==> src/rtl/pe_pkg.sv <==
// ============================================================================
// Module   : pe_pkg
// Purpose  : Shared FSM state encoding and config address map for pe_feeder.
// Revision : 1.0 - initial release
// ============================================================================
`default_nettype none

package pe_pkg;

    // Frame sequencing states
    typedef enum logic [1:0] {
        IDLE  = 2'd0,
        RUN   = 2'd1,
        FLUSH = 2'd2,
        DRAIN = 2'd3
    } state_t;

    // Config register address map
    localparam logic [2:0] c_ADDR_W1   = 3'd0;
    localparam logic [2:0] c_ADDR_W2   = 3'd1;
    localparam logic [2:0] c_ADDR_W3   = 3'd2;
    localparam logic [2:0] c_ADDR_W4   = 3'd3;
    localparam logic [2:0] c_ADDR_W5   = 3'd4;
    localparam logic [2:0] c_ADDR_BIAS = 3'd5;

endpackage : pe_pkg

`default_nettype wire

==> src/rtl/pe_feeder.sv <==
// ============================================================================
// Module   : pe_feeder
// Purpose  : Feeds a sample stream, weights and bias into an external PE
//            chain, flushes the chain at frame end and tags returning psums.
// Revision : 1.0 - initial release
// ============================================================================
`default_nettype none

module pe_feeder
    import pe_pkg::*;
#(
    parameter int DW   = 32,
    parameter int NTAP = 5,
    parameter int LAT  = 1
) (
    input  logic          clk,
    input  logic          rst,
    input  logic          cfg_we,
    input  logic [2:0]    cfg_addr,
    input  logic [DW-1:0] cfg_wdata,
    input  logic          start,
    input  logic [15:0]   frame_len,
    input  logic          s_valid,
    output logic          s_ready,
    input  logic [DW-1:0] s_data,
    output logic [DW-1:0] oX,
    output logic [DW-1:0] oW1,
    output logic [DW-1:0] oW2,
    output logic [DW-1:0] oW3,
    output logic [DW-1:0] oW4,
    output logic [DW-1:0] oW5,
    output logic [DW-1:0] oBias,
    input  logic [DW-1:0] pe_psum,
    output logic          m_valid,
    output logic [DW-1:0] m_data,
    output logic          m_last,
    output logic          busy,
    output logic          done,
    output logic          underrun
);

    // Idle counter saturates here; flush runs NTAP-1 cycles, drain LAT cycles
    localparam logic [7:0] c_IDLE_MAX   = 8'(NTAP);
    localparam logic [7:0] c_FLUSH_LAST = 8'(NTAP - 2);
    localparam logic [7:0] c_DRAIN_LAST = 8'(LAT - 1);

    state_t          r_state;
    state_t          w_state_nxt;
    logic [7:0]      r_idle;
    logic [7:0]      r_fcnt;
    logic [7:0]      r_dcnt;
    logic [15:0]     r_len;
    logic [15:0]     r_cnt;
    logic [15:0]     w_cnt_inc;
    logic            r_underrun;
    logic [DW-1:0]   r_w [5];
    logic [DW-1:0]   r_bias;
    logic [LAT-1:0]  r_tag_v;
    logic [LAT-1:0]  r_tag_l;
    logic            w_tag;
    logic            w_tag_last;
    logic            w_start_ok;

    assign w_cnt_inc = r_cnt + 16'd1;

    assign oW1      = r_w[0];
    assign oW2      = r_w[1];
    assign oW3      = r_w[2];
    assign oW4      = r_w[3];
    assign oW5      = r_w[4];
    assign oBias    = r_bias;
    assign m_valid  = r_tag_v[LAT-1];
    assign m_last   = r_tag_l[LAT-1];
    assign m_data   = pe_psum;
    assign underrun = r_underrun;

    // Next-state decode and per-cycle chain drive / tag issue
    always_comb begin
        w_state_nxt = r_state;
        s_ready     = 1'b0;
        oX          = '0;
        w_tag       = 1'b0;
        w_tag_last  = 1'b0;
        w_start_ok  = 1'b0;
        busy        = 1'b0;
        done        = 1'b0;
        case (r_state)
            IDLE: begin
                if (start && (frame_len != 16'd0) && (r_idle == c_IDLE_MAX)) begin
                    w_start_ok  = 1'b1;
                    w_state_nxt = RUN;
                end
            end
            RUN: begin
                busy    = 1'b1;
                s_ready = 1'b1;
                if (s_valid) begin
                    oX    = s_data;
                    w_tag = 1'b1;
                    if (w_cnt_inc == r_len) begin
                        w_state_nxt = FLUSH;
                    end
                end
            end
            FLUSH: begin
                busy  = 1'b1;
                w_tag = 1'b1;
                if (r_fcnt == c_FLUSH_LAST) begin
                    w_tag_last  = 1'b1;
                    w_state_nxt = DRAIN;
                end
            end
            DRAIN: begin
                busy = 1'b1;
                if (r_dcnt == c_DRAIN_LAST) begin
                    done        = 1'b1;
                    w_state_nxt = IDLE;
                end
            end
            default: w_state_nxt = IDLE;
        endcase
    end

    // State register
    always_ff @(posedge clk or negedge rst) begin
        if (!rst) begin
            r_state <= IDLE;
        end else begin
            r_state <= w_state_nxt;
        end
    end

    // Frame counters, idle gating counter and sticky underrun
    always_ff @(posedge clk or negedge rst) begin
        if (!rst) begin
            r_idle     <= '0;
            r_fcnt     <= '0;
            r_dcnt     <= '0;
            r_len      <= '0;
            r_cnt      <= '0;
            r_underrun <= 1'b0;
        end else begin
            // oX is forced to 0 throughout IDLE, so every IDLE cycle counts
            if (r_state == IDLE) begin
                if (r_idle != c_IDLE_MAX) begin
                    r_idle <= r_idle + 8'd1;
                end
            end else begin
                r_idle <= '0;
            end

            if (w_start_ok) begin
                r_len      <= frame_len;
                r_cnt      <= '0;
                r_underrun <= 1'b0;
            end

            if (r_state == RUN) begin
                if (s_valid) begin
                    r_cnt <= w_cnt_inc;
                end else begin
                    r_underrun <= 1'b1;
                end
            end

            r_fcnt <= (r_state == FLUSH) ? r_fcnt + 8'd1 : 8'd0;
            r_dcnt <= (r_state == DRAIN) ? r_dcnt + 8'd1 : 8'd0;
        end
    end

    // Weight and bias registers, writable only while IDLE
    always_ff @(posedge clk or negedge rst) begin
        if (!rst) begin
            for (int i = 0; i < 5; i++) begin
                r_w[i] <= '0;
            end
            r_bias <= '0;
        end else if (cfg_we && (r_state == IDLE)) begin
            case (cfg_addr)
                c_ADDR_W1:   r_w[0] <= cfg_wdata;
                c_ADDR_W2:   r_w[1] <= cfg_wdata;
                c_ADDR_W3:   r_w[2] <= cfg_wdata;
                c_ADDR_W4:   r_w[3] <= cfg_wdata;
                c_ADDR_W5:   r_w[4] <= cfg_wdata;
                c_ADDR_BIAS: r_bias <= cfg_wdata;
                default: ;
            endcase
        end
    end

    // Tag pipeline aligning each issued tag with the chain's psum latency
    always_ff @(posedge clk or negedge rst) begin
        if (!rst) begin
            r_tag_v <= '0;
            r_tag_l <= '0;
        end else begin
            r_tag_v[0] <= w_tag;
            r_tag_l[0] <= w_tag_last;
            for (int i = 1; i < LAT; i++) begin
                r_tag_v[i] <= r_tag_v[i-1];
                r_tag_l[i] <= r_tag_l[i-1];
            end
        end
    end

endmodule : pe_feeder

`default_nettype wire

==> config.mk <==
export PLATFORM = sky130hd
export DESIGN_NAME = pe_feeder
export DESIGN_NICKNAME = d
export VERILOG_FILES = /design/src/rtl/pe_pkg.sv /design/src/rtl/pe_feeder.sv
export SDC_FILE = /design/constraint.sdc
export NUM_CORES = 1
export LEC_CHECK = 0
export ABC_AREA = 1
export BUFFER_PORTS_ARGS = -buffer_cell sky130_fd_sc_hd__buf_2
export CORE_UTILIZATION = 50
export CTS_BUF_LIST = sky130_fd_sc_hd__clkbuf_16
export CTS_CLUSTER_SIZE = 12
export DETAILED_ROUTE_END_ITERATION = 10
export GPL_TIMING_DRIVEN = 0
export PLACE_DENSITY = 0.78
export SYNTH_ARGS = -nofsm -noshare
export SYNTH_HDL_FRONTEND = slang
export SYNTH_SLANG_ARGS = --single-unit
==> constraint.sdc <==
create_clock -name clk -period 2.15 [get_ports clk]
set_input_delay 0 -clock clk [delete_from_list [all_inputs] [get_ports clk]]
set_output_delay 0 -clock clk [all_outputs]
set_load 0.02 [all_outputs]
==> results of run 1 <==
per-stage QoR:
stage / setup TNS [ns] / hold slack (ns) / util / total power (W)
floorplan: 0 / -0.296 / - / 0.0127
CTS: -0.578 / 0.103 / 0.682 / 0.0205
finish: 0 / 0.0116 / 0.691 / 0.0206
global route: -0.0289 / 0.0350 / 0.691 / 0.0217
global placement: -864.84 / 0.217 / 0.608 / 0.0155
detailed placement: -20.09 / -0.138 / 0.611 / 0.0158
per-layer routing:
layer | global-route usage | wire, um | up-vias
li1 | - | - | 4633
met1 | 0.362 | 12800 | 4812
met2 | 0.508 | 16500 | 453
met3 | 0.0687 | 2670 | 73
met4 | 0.0985 | 1100 | 0
met5 | 0 | 0 | -
cells in the mapped netlist:
| master | count | area, um2 |
|---|---|---|
| nor2_2 | 3 | 18.8 |
| nor3_1 | 4 | 20.0 |
| nand3b_1 | 5 | 37.5 |
| buf_4 | 32 | 240 |
| xor2_1 | 4 | 35.0 |
| nand3_1 | 42 | 210 |
| nand4_1 | 5 | 31.3 |
| nor2_1 | 75 | 282 |
| inv_1 | 125 | 469 |
| nand2_1 | 301 | 1130 |
| mux2_4 | 8 | 120 |
| nor4_2 | 1 | 12.5 |
| ha_1 | 11 | 138 |
| xnor2_1 | 5 | 43.8 |
| nand2_2 | 5 | 31.3 |
| buf_6 | 3 | 33.8 |
| buf_1 | 1 | 3.75 |
| buf_2 | 1 | 5.00 |
| a21boi_0 | 1 | 7.51 |
| o31ai_1 | 1 | 7.51 |
| a21oi_1 | 14 | 70.1 |
| xor3_1 | 1 | 23.8 |
| o21ai_1 | 4 | 20.0 |
| o21ai_0 | 220 | 1100 |
| inv_2 | 1 | 3.75 |
| nand3_2 | 1 | 10.0 |
| nor4_1 | 5 | 31.3 |
| o22ai_1 | 8 | 50.1 |
| clkbuf_1 | 43 | 161 |
| a41oi_1 | 1 | 8.76 |
| dfrtp_1 | 253 | 6330 |
logic make-up (layout without fill, tap and decap cells):
family | after synthesis | in the layout
xor+xnor | 10 | 10
fa+ha+maj | 11 | 11
simple gates | 447 | 448
compound gates | 249 | 249
buf+inv | 206 | 667
mux | 8 | 8
flops | 253 | 253
area by class of cell:
class | instances | area [um2]
plain buffers | 80 | 537
inverters | 126 | 473
clock inverters | 20 | 154
well taps | 275 | 344
repair buffers | 413 | 2420
multi-input cells | 726 | 3560
flip-flops and latches | 253 | 6330
fillers | 1590 | 6500
clock buffers | 28 | 701
critical path: stages (launching register included):
cell and delay [ns]:
dfrtp_1 0.43, inv_2 0.11, ha_4 0.15, nand2_1 0.11
buf_4 0.20, clkbuf_4 0.19, nor2_1 0.14, buf_4 0.16
sequential cells by signal, summed over array words and instances, names as in the netlist, 16 cells and up:
register	count
oW3	32
oW5	32
r_cnt	16
oW4	32
oW1	32
oBias	32
oW2	32
r_len	16
report_power, final:
| group | leakage [nW] | total (W) | switching, W | internal [W] |
|---|---|---|---|---|
| registers | 3.23 | 0.00801 | 0.00126 | 0.00675 |
| logic | 4.21 | 0.00810 | 0.00530 | 0.00280 |
| clock network | 0.449 | 0.00448 | 0.00189 | 0.00259 |
| total | 7.89 | 0.0206 | 0.00845 | 0.0121 |
timing repair:
| item | in CTS | in global routing |
|---|---|---|
| cloned | 0 | 1 |
| hold buffers | 55 | 0 |
| endpoints found under the setup margin | 179 | 245 |
| setup buffers | 0 | 7 |
| gates resized for setup | 48 | 94 |
| endpoints found under the hold margin | 467 | 0 |
| pin swaps | 0 | 4 |
worst max-delay path by stage:
stage	cells past startpoint	to	start	slack, ns
floorplan	9	oW3[10]	r_state[0]	0.39
global placement	1	r_len[6]	rst	-3.41
detailed placement	9	oW4[12]	r_state[0]	-0.28
CTS	8	oBias[10]	r_state[0]	-0.06
global route	7	oX[8]	r_state[1]	-0.02
finish	7	oX[18]	r_state[1]	0.12
==> flow_summary_export.csv, run 1 <==
group,metric,value,unit
layout,drive_above_1_share,0.311,
clock_network,cts_buffers,28,
clock_network,cts_tree,"done",
critical_path,cp-end-kind,"output pin",
synth,synth_mux_area_frac,0.0112,
run,cap_violations,0,
place,place.gp.congestion,0.873,
layout,final_area,14500,um2
sta,fmax,492,MHz
min_path,hold_class,"primary input to register",
clock_network,path_clk_slew,0.06,ns
critical_path,r2r-start,"r_state[0]",
layout,fin_nets,1759,
route,drt-pass1-iter-count,7,
synth,synthSimpleGateAreaFrac,0.170,
synth,yosys.area_share.adder,0.0129,
floorplan,core_area,21000,um2
sta,slew_headroom,0.297,
place,dp_cells,1810,
route,routed_wl,33.1,mm
global_route,antenna_found_initial,0,
place,dp_hpwl,22.7,mm
place,place_ws,-0.280,ns
sta,hold_violations,0,
floorplan,ios,382,
route,drcViolationCount,0,
floorplan,dieArea,22000,um2
sta,finalCriticalPeriod,2.03,ns
global_route,track_usage,0.294,
power,ir_worst_vdd,0.000928,V
sta,worst_slew_pin_slew,1.05,ns
floorplan,die_h,148,um
global_route,grt_max_degree,123,
place,placed_area,12800,um2
critical_path,r2r_setup_slack,0.12,ns
layout,final_cell_count_no_fill,1921,
critical_path,reg2reg_to,"oW1[17]",
floorplan,die_w,148,um
clock_network,cts_sinks,253,
min_path,hold_path_end,"oW2[0]",
synth,syn_area_per_cell,9.03,um2
synth,yosys_warnings,0,
clock_network,clock_latency,0.54,ns
floorplan,start_util,0.508,
synth,synth_cell_types,31,
route,ant_nets,0,
min_path,holdPathStages,6,
critical_path,startpoint_type,"register",
clock_network,cts_root_buf,"clkbuf_16",
critical_path,reg2reg_depth,10,
sta,setup_ws,0.117,ns
route,vias_per_cell,5.19,
layout,mostFrequentLayoutCell,"buf_2",
sta,fin_skew,0.0123,ns
floorplan,rows,53,
critical_path,worst-setup-path-type,"register to output pin",
place,port_buffers,349,
synth,yosysSeqAreaShare,0.592,
critical_path,cp.arrival,2.03,ns
synth,synthXorXnorAreaFrac,0.00960,
min_path,hold_start,"cfg_we",
clock_network,cts_max_level,1,
synth,syn_inst,1184,
route,drt-wirelength-per-cell,17.2,um
synth,synth_area,10700,um2
power,p_per_area,1420,nW/um2
layout,area_growth,35.9,%
sta,period_share,0.946,
critical_path,cp_max_fo,10,
global_route,grt_pass1_vias,9510,
power,p_leak,7.89,nW
synth,synth_top_family_by_area,"simple AND/OR/NAND/NOR gates",
route,drt_iter0_drc,544,
layout,antenna_cells,0,
route,vias,9971,
status,status,"finished, final reports clean",
synth,synthesis.nets,1315,
synth,yosys_register_bits,253,
critical_path,crit_required,2.15,ns
global_route,grt_pass1_wl,50.3,mm
synth,synth_compound_area_frac,0.118,
clock_network,clk_path_buf_depth,3,
sta,slew_violations,0,
sta,setup_violations,0,
global_route,grt_overflow,0,
layout,final_cell_mix,"buf_2, nand2_1, dfrtp_1",
Note: power is estimated with default switching activity, not from simulation.
==> run 2, diff against run 1 <==
==> constraint.sdc (replaced) <==
create_clock -name clk -period 2 [get_ports clk]
set_input_delay 0.4 -clock clk [delete_from_list [all_inputs] [get_ports clk]]
set_output_delay 0.4 -clock clk [all_outputs]
set_load 0.02 [all_outputs]
==> run 2 against run 1 <==
Effect of this change:
- the run now ends with negative setup slack left
- sequential cell count did not move
- first-iteration DRC count grew 4.8%
- setup slack worse by 0.40 ns
- register-to-register slack worse by 0.22 ns
- die area did not move
- sequential power rose by 8.7%
- worst hold slack better by 0.10 ns
- critical endpoint is now oX[5]
- highest routed layer is now met5
==> flow_summary_export.csv, run 2 (synthesis gave the netlist of run 1 again) <==
group,metric,value,unit
place,port_buffers,349,
layout,drive_above_1_share,0.411,
sta,setup_violations,102,
layout,fin_util,0.749,
layout,final_area,15700,um2
clock_network,cts_sinks,253,
sta,slew_headroom,0.152,
route,vias,10363,
layout,multi_input_area,4250,um2
clock_network,path_clk_slew,0.06,ns
layout,nFillCells,1392,
sta,setup_ws,-0.281,ns
layout,mostFrequentLayoutCell,"buf_2",
layout,fin_nets,1750,
sta,slew_violations,0,
floorplan,core_area,21000,um2
floorplan,ios,382,
floorplan,start_util,0.508,
min_path,holdPathStages,2,
run,cap_violations,0,
sta,fin_skew,0.00957,ns
layout,final_cell_mix,"buf_2, nand2_1, dfrtp_1",
sta,rsz0062_at_grt,"true",
place,place_ws,-0.430,ns
place,place.gp.congestion,0.873,
route,vias_per_cell,5.42,
critical_path,slowest_delay,0.43,ns
floorplan,die_h,148,um
critical_path,cp-end-kind,"output pin",
critical_path,path_cells,"inv_2, ha_4, nand2_4, clkbuf_16, clkbuf_8, nor2_2, buf_4",
global_route,grt_overflow,0,
power,p_per_area,1500,nW/um2
power,ir_worst_vdd,0.000993,V
sta,period_share,1.14,
clock_network,cts_root_buf,"clkbuf_16",
route,drcViolationCount,0,
critical_path,crit_required,1.60,ns
place,placed_area,12800,um2
global_route,antenna_found_initial,1,
place,dp_hpwl,22.7,mm
min_path,hold_start,"frame_len[3]",
status,failed_checks,"negative setup slack",
sta,hold_violations,0,
clock_network,clk_path_buf_depth,3,
floorplan,rows,53,
global_route,grt_max_degree,123,
global_route,grt_pass1_wl,50.3,mm
status,status,"complete, but fails checks",
route,routed_wl,37.1,mm
route,ant_nets,0,
critical_path,reg2reg_depth,14,
route,drt-wirelength-per-cell,19.4,um
floorplan,die_w,148,um
global_route,track_usage,0.293,
critical_path,cp.arrival,1.88,ns
min_path,hold_class,"primary input to register",
sta,worst_hold_slack,0.113,ns
critical_path,worst-setup-path-type,"register to output pin",
global_route,grt_pass1_vias,9381,
clock_network,cts_buffers,28,
clock_network,cts_max_level,1,
clock_network,cts_tree,"done",
min_path,hold_path_end,"r_len[3]",
layout,area_growth,47.3,%
route,drt_iter0_drc,570,
critical_path,startpoint_type,"register",
critical_path,r2r-start,"r_cnt[1]",
clock_network,clock_latency,0.53,ns
sta,worst_slew_pin_slew,1.27,ns
sta,fmax,438,MHz
sta,finalCriticalPeriod,2.28,ns
power,p_leak,8.29,nW
critical_path,crit_slowest_cell,"dfrtp_1",
route,drt-pass1-iter-count,7,
layout,seq_area,6330,um2
critical_path,cp_max_fo,7,
critical_path,reg2reg_to,"r_state[1]",
critical_path,r2r_setup_slack,-0.10,ns
floorplan,dieArea,22000,um2
layout,antenna_cells,0,
[run 2: cell count changes in the layout (fill, tap and decap cells not counted), moves of 21 or more]
cell,previous run,this run
o21ai_1,13,69
buf_6,6,47
dlygate4sd3_1,55,1
o21ai_2,0,31
nand2_2,8,29
nand2_1,296,265
nor2_1,66,33
buf_2,366,324
nor2_4,2,31
o21ai_0,211,123
[run 2: layer usage]
layer,vias to the layer above,wire length (um),global-route usage
li1,4656,-,-
met1,5052,13800,0.366
met2,535,18500,0.500
met3,118,3150,0.0693
met4,2,1590,0.0990
met5,-,13,0
[run 2: worst max path at each step]
stage                     startpoint  endpoint  slack [ns]  cells after the start
after CTS                 r_state[1]     oX[4]       -0.23                      7
after detailed placement  r_state[0]   oW4[12]       -0.43                      9
final                     r_state[1]     oX[5]       -0.28                      7
after global placement           rst  r_len[6]       -3.96                      1
after floorplan           r_state[1]    oX[21]       -0.05                      6
after global routing      r_state[1]     oX[5]       -0.35                      7
[run 2: layout make-up]
cell class | count | area share
repair buffers | 402 | 0.172
inverters | 126 | 0.0300
multi-input cells | 730 | 0.270
flip-flops and latches | 253 | 0.402
well taps | 275 | 0.0219
clock inverters | 20 | 0.00978
clock buffers | 28 | 0.0445
plain buffers | 78 | 0.0498
[run 2: what timing repair did]
item,CTS,global route
setup buffers,12,20
endpoints found under the hold margin,24,0
hold buffers,1,0
gates resized for setup,195,340
cloned,2,21
setup endpoints to repair,256,253
pin swaps,3,13
[run 2: worst max-delay path: cells and delay by family (launching register included)]
kind	cells	cell delay (ns)
and+or+nand+nor	2	0.16
buffers and inverters	4	0.60
adders and majority gates	1	0.15
DFF	1	0.43
[run 2: metrics by stage]
step / cells / total power (W) / TNS, ns
global placement: 1808 / 0.0166 / -1036.76
CTS: 1872 / 0.0224 / -7.06
detailed placement: 1810 / 0.0169 / -59.43
floorplan: 1184 / 0.0136 / -1.46
global route: 1912 / 0.0248 / -25.35
finish: 1912 / 0.0236 / -9.68
[run 2: power breakdown]
group          switching, W  internal (W)  leakage [nW]
combinational       0.00633       0.00374          4.61
sequential          0.00146       0.00726          3.23
clock               0.00207       0.00279         0.449
==> run 3, diff against run 2 <==
Clock period 2 ns to 2.4 ns, I/O delays scaled along.
==> run 3 against run 2 <==
Effect of this change:
- the flow now finishes without violations
- sequential cell count did not move
- clock skew up 0.0013 ns
- combinational power down 29%
- final cell count down 2.5%
- critical path depth stayed put
- setup slack gained 0.37 ns
- cell area shrank 11%
- clock power fell by 17%
- sequential share of layout area up 5.1 points
==> flow_summary_export.csv, run 3 (synthesis gave the netlist of run 1 again) <==
group,metric,value,unit
place,port_buffers,349,
global_route,track_usage,0.283,
clock_network,clock_latency,0.54,ns
route,vias_per_cell,5.17,
sta,fmax,432,MHz
layout,drive_above_1_share,0.312,
critical_path,cp.arrival,1.83,ns
layout,area_growth,30.5,%
place,dp_hpwl,22.7,mm
route,drcViolationCount,0,
route,drt_iter0_drc,496,
route,vias,9630,
sta,slew_violations,0,
layout,final_area,14000,um2
critical_path,crit_required,1.92,ns
status,status,"finished, final reports clean",
power,p_per_area,1310,nW/um2
sta,period_share,0.965,
place,placed_area,12800,um2
sta,setup_violations,0,
clock_network,cts_buffers,28,
power,power,0.0183,W
global_route,grt_pass1_wl,48.3,mm
route,drt-wirelength-per-cell,16.9,um
power,p_leak,7.63,nW
global_route,grt_overflow,0,
route,drt-pass1-iter-count,5,
global_route,grt_max_degree,123,
global_route,antenna_found_initial,2,
critical_path,worst-setup-path-type,"register to output pin",
floorplan,die_h,148,um
clock_network,cts_tree,"done",
floorplan,rows,53,
layout,nFillCells,1686,
global_route,grt_pass1_vias,9139,
run,cap_violations,0,
clock_network,path_clk_slew,0.06,ns
layout,multi_input_area,3520,um2
clock_network,cts_max_level,1,
layout,fin_nets,1700,
floorplan,dieArea,22000,um2
route,ant_nets,0,
floorplan,core_area,21000,um2
critical_path,cp_max_fo,10,
floorplan,die_w,148,um
layout,final_cell_mix,"buf_2, nand2_1, dfrtp_1",
sta,worst_hold_slack,0.198,ns
route,routed_wl,31.5,mm
layout,seq_area,6330,um2
critical_path,startpoint_type,"register",
clock_network,clk_path_buf_depth,3,
clock_network,cts_root_buf,"clkbuf_16",
sta,finalCriticalPeriod,2.31,ns
sta,fin_skew,0.0108,ns
floorplan,ios,382,
sta,slew_headroom,0.573,
power,ir_worst_vdd,0.000807,V
place,place.gp.congestion,0.873,
sta,hold_violations,0,
layout,mostFrequentLayoutCell,"buf_2",
critical_path,cp-end-kind,"output pin",
sta,worst_slew_pin_slew,0.640,ns
min_path,hold_class,"primary input to register",
sta,rsz0062_at_grt,"true",
floorplan,start_util,0.508,
clock_network,cts_sinks,253,
[run 3: cell types whose count changed in the layout (fill, tap and decap cells not counted), sizes merged]
| cell | change |
|---|---|
| clkbuf | +10 |
| nand3 | -3 |
| buf | -55 |
| nand2 | -2 |
| diode | +2 |
[run 3: metal layers]
layer  part of all wire  wire length [um]  GRT usage
met1               0.40             12600      0.351
met2               0.49             15300      0.477
met3              0.075              2370     0.0693
met4              0.038              1190      0.108
met5                  0                 0          0
[run 3: path summary, 6_finish.rpt]
check                           slack (ns)    startpoint         to  cells after the start
worst max-delay path                  0.09    r_state[1]     oX[29]                      7
worst min-delay path                  0.20  frame_len[3]   r_len[3]                      2
worst max register to register        0.14    r_state[0]  oBias[10]                      8
worst min register to register        0.47     r_fcnt[7]  r_fcnt[7]                      1
max in group asynchronous             1.13           rst   r_cnt[8]                      3
min in group asynchronous             0.40           rst    oW3[15]                      2
[run 3: cell type report]
class / count / share of cell area
sequential: 253 / 0.454
multi-input combinational: 725 / 0.253
antenna: 2 / 0.000359
timing repair buffer: 356 / 0.137
clock inverter: 20 / 0.0110
tap: 275 / 0.0247
clock buffer: 28 / 0.0502
buffer: 79 / 0.0368
inverter: 126 / 0.0339
[run 3: per-stage QoR]
| stage | instances | setup TNS [ns] | setup slack [ns] | utilization |
|---|---|---|---|---|
| 2_1_floorplan | 1184 | 0 | 0.271 | - |
| 3_3_place_gp | 1808 | -914.01 | -3.64 | 0.608 |
| 3_5_place_dp | 1810 | -1.23 | -0.100 | 0.611 |
| 4_1_cts | 1860 | -0.221 | -0.0337 | 0.658 |
| 5_1_grt | 1863 | -0.370 | -0.0462 | 0.664 |
| 6_report | 1864 | 0 | 0.0851 | 0.664 |
[run 3: critical path, cell delays in order, from the launching register on]
cell,delay [ns]
dfrtp_1,0.42
inv_2,0.11
ha_4,0.14
nand2_2,0.08
buf_8,0.15
buf_6,0.14
nor2_2,0.11
buf_4,0.15
[run 3: power breakdown]
part | internal (W) | total, W | switching, W | leakage (nW)
logic | 0.00247 | 0.00717 | 0.00469 | 3.95
registers | 0.00604 | 0.00716 | 0.00112 | 3.23
clock network | 0.00232 | 0.00401 | 0.00169 | 0.449
total | 0.0108 | 0.0183 | 0.00750 | 7.63
[run 3: repair_timing]
action | in CTS | in global routing
endpoints found under the setup margin | 57 | 182
hold endpoints to repair | 24 | 0
pin swaps | 0 | 0
gates resized for setup | 37 | 72
buffers inserted | 1 | 3
hold buffers | 1 | 0
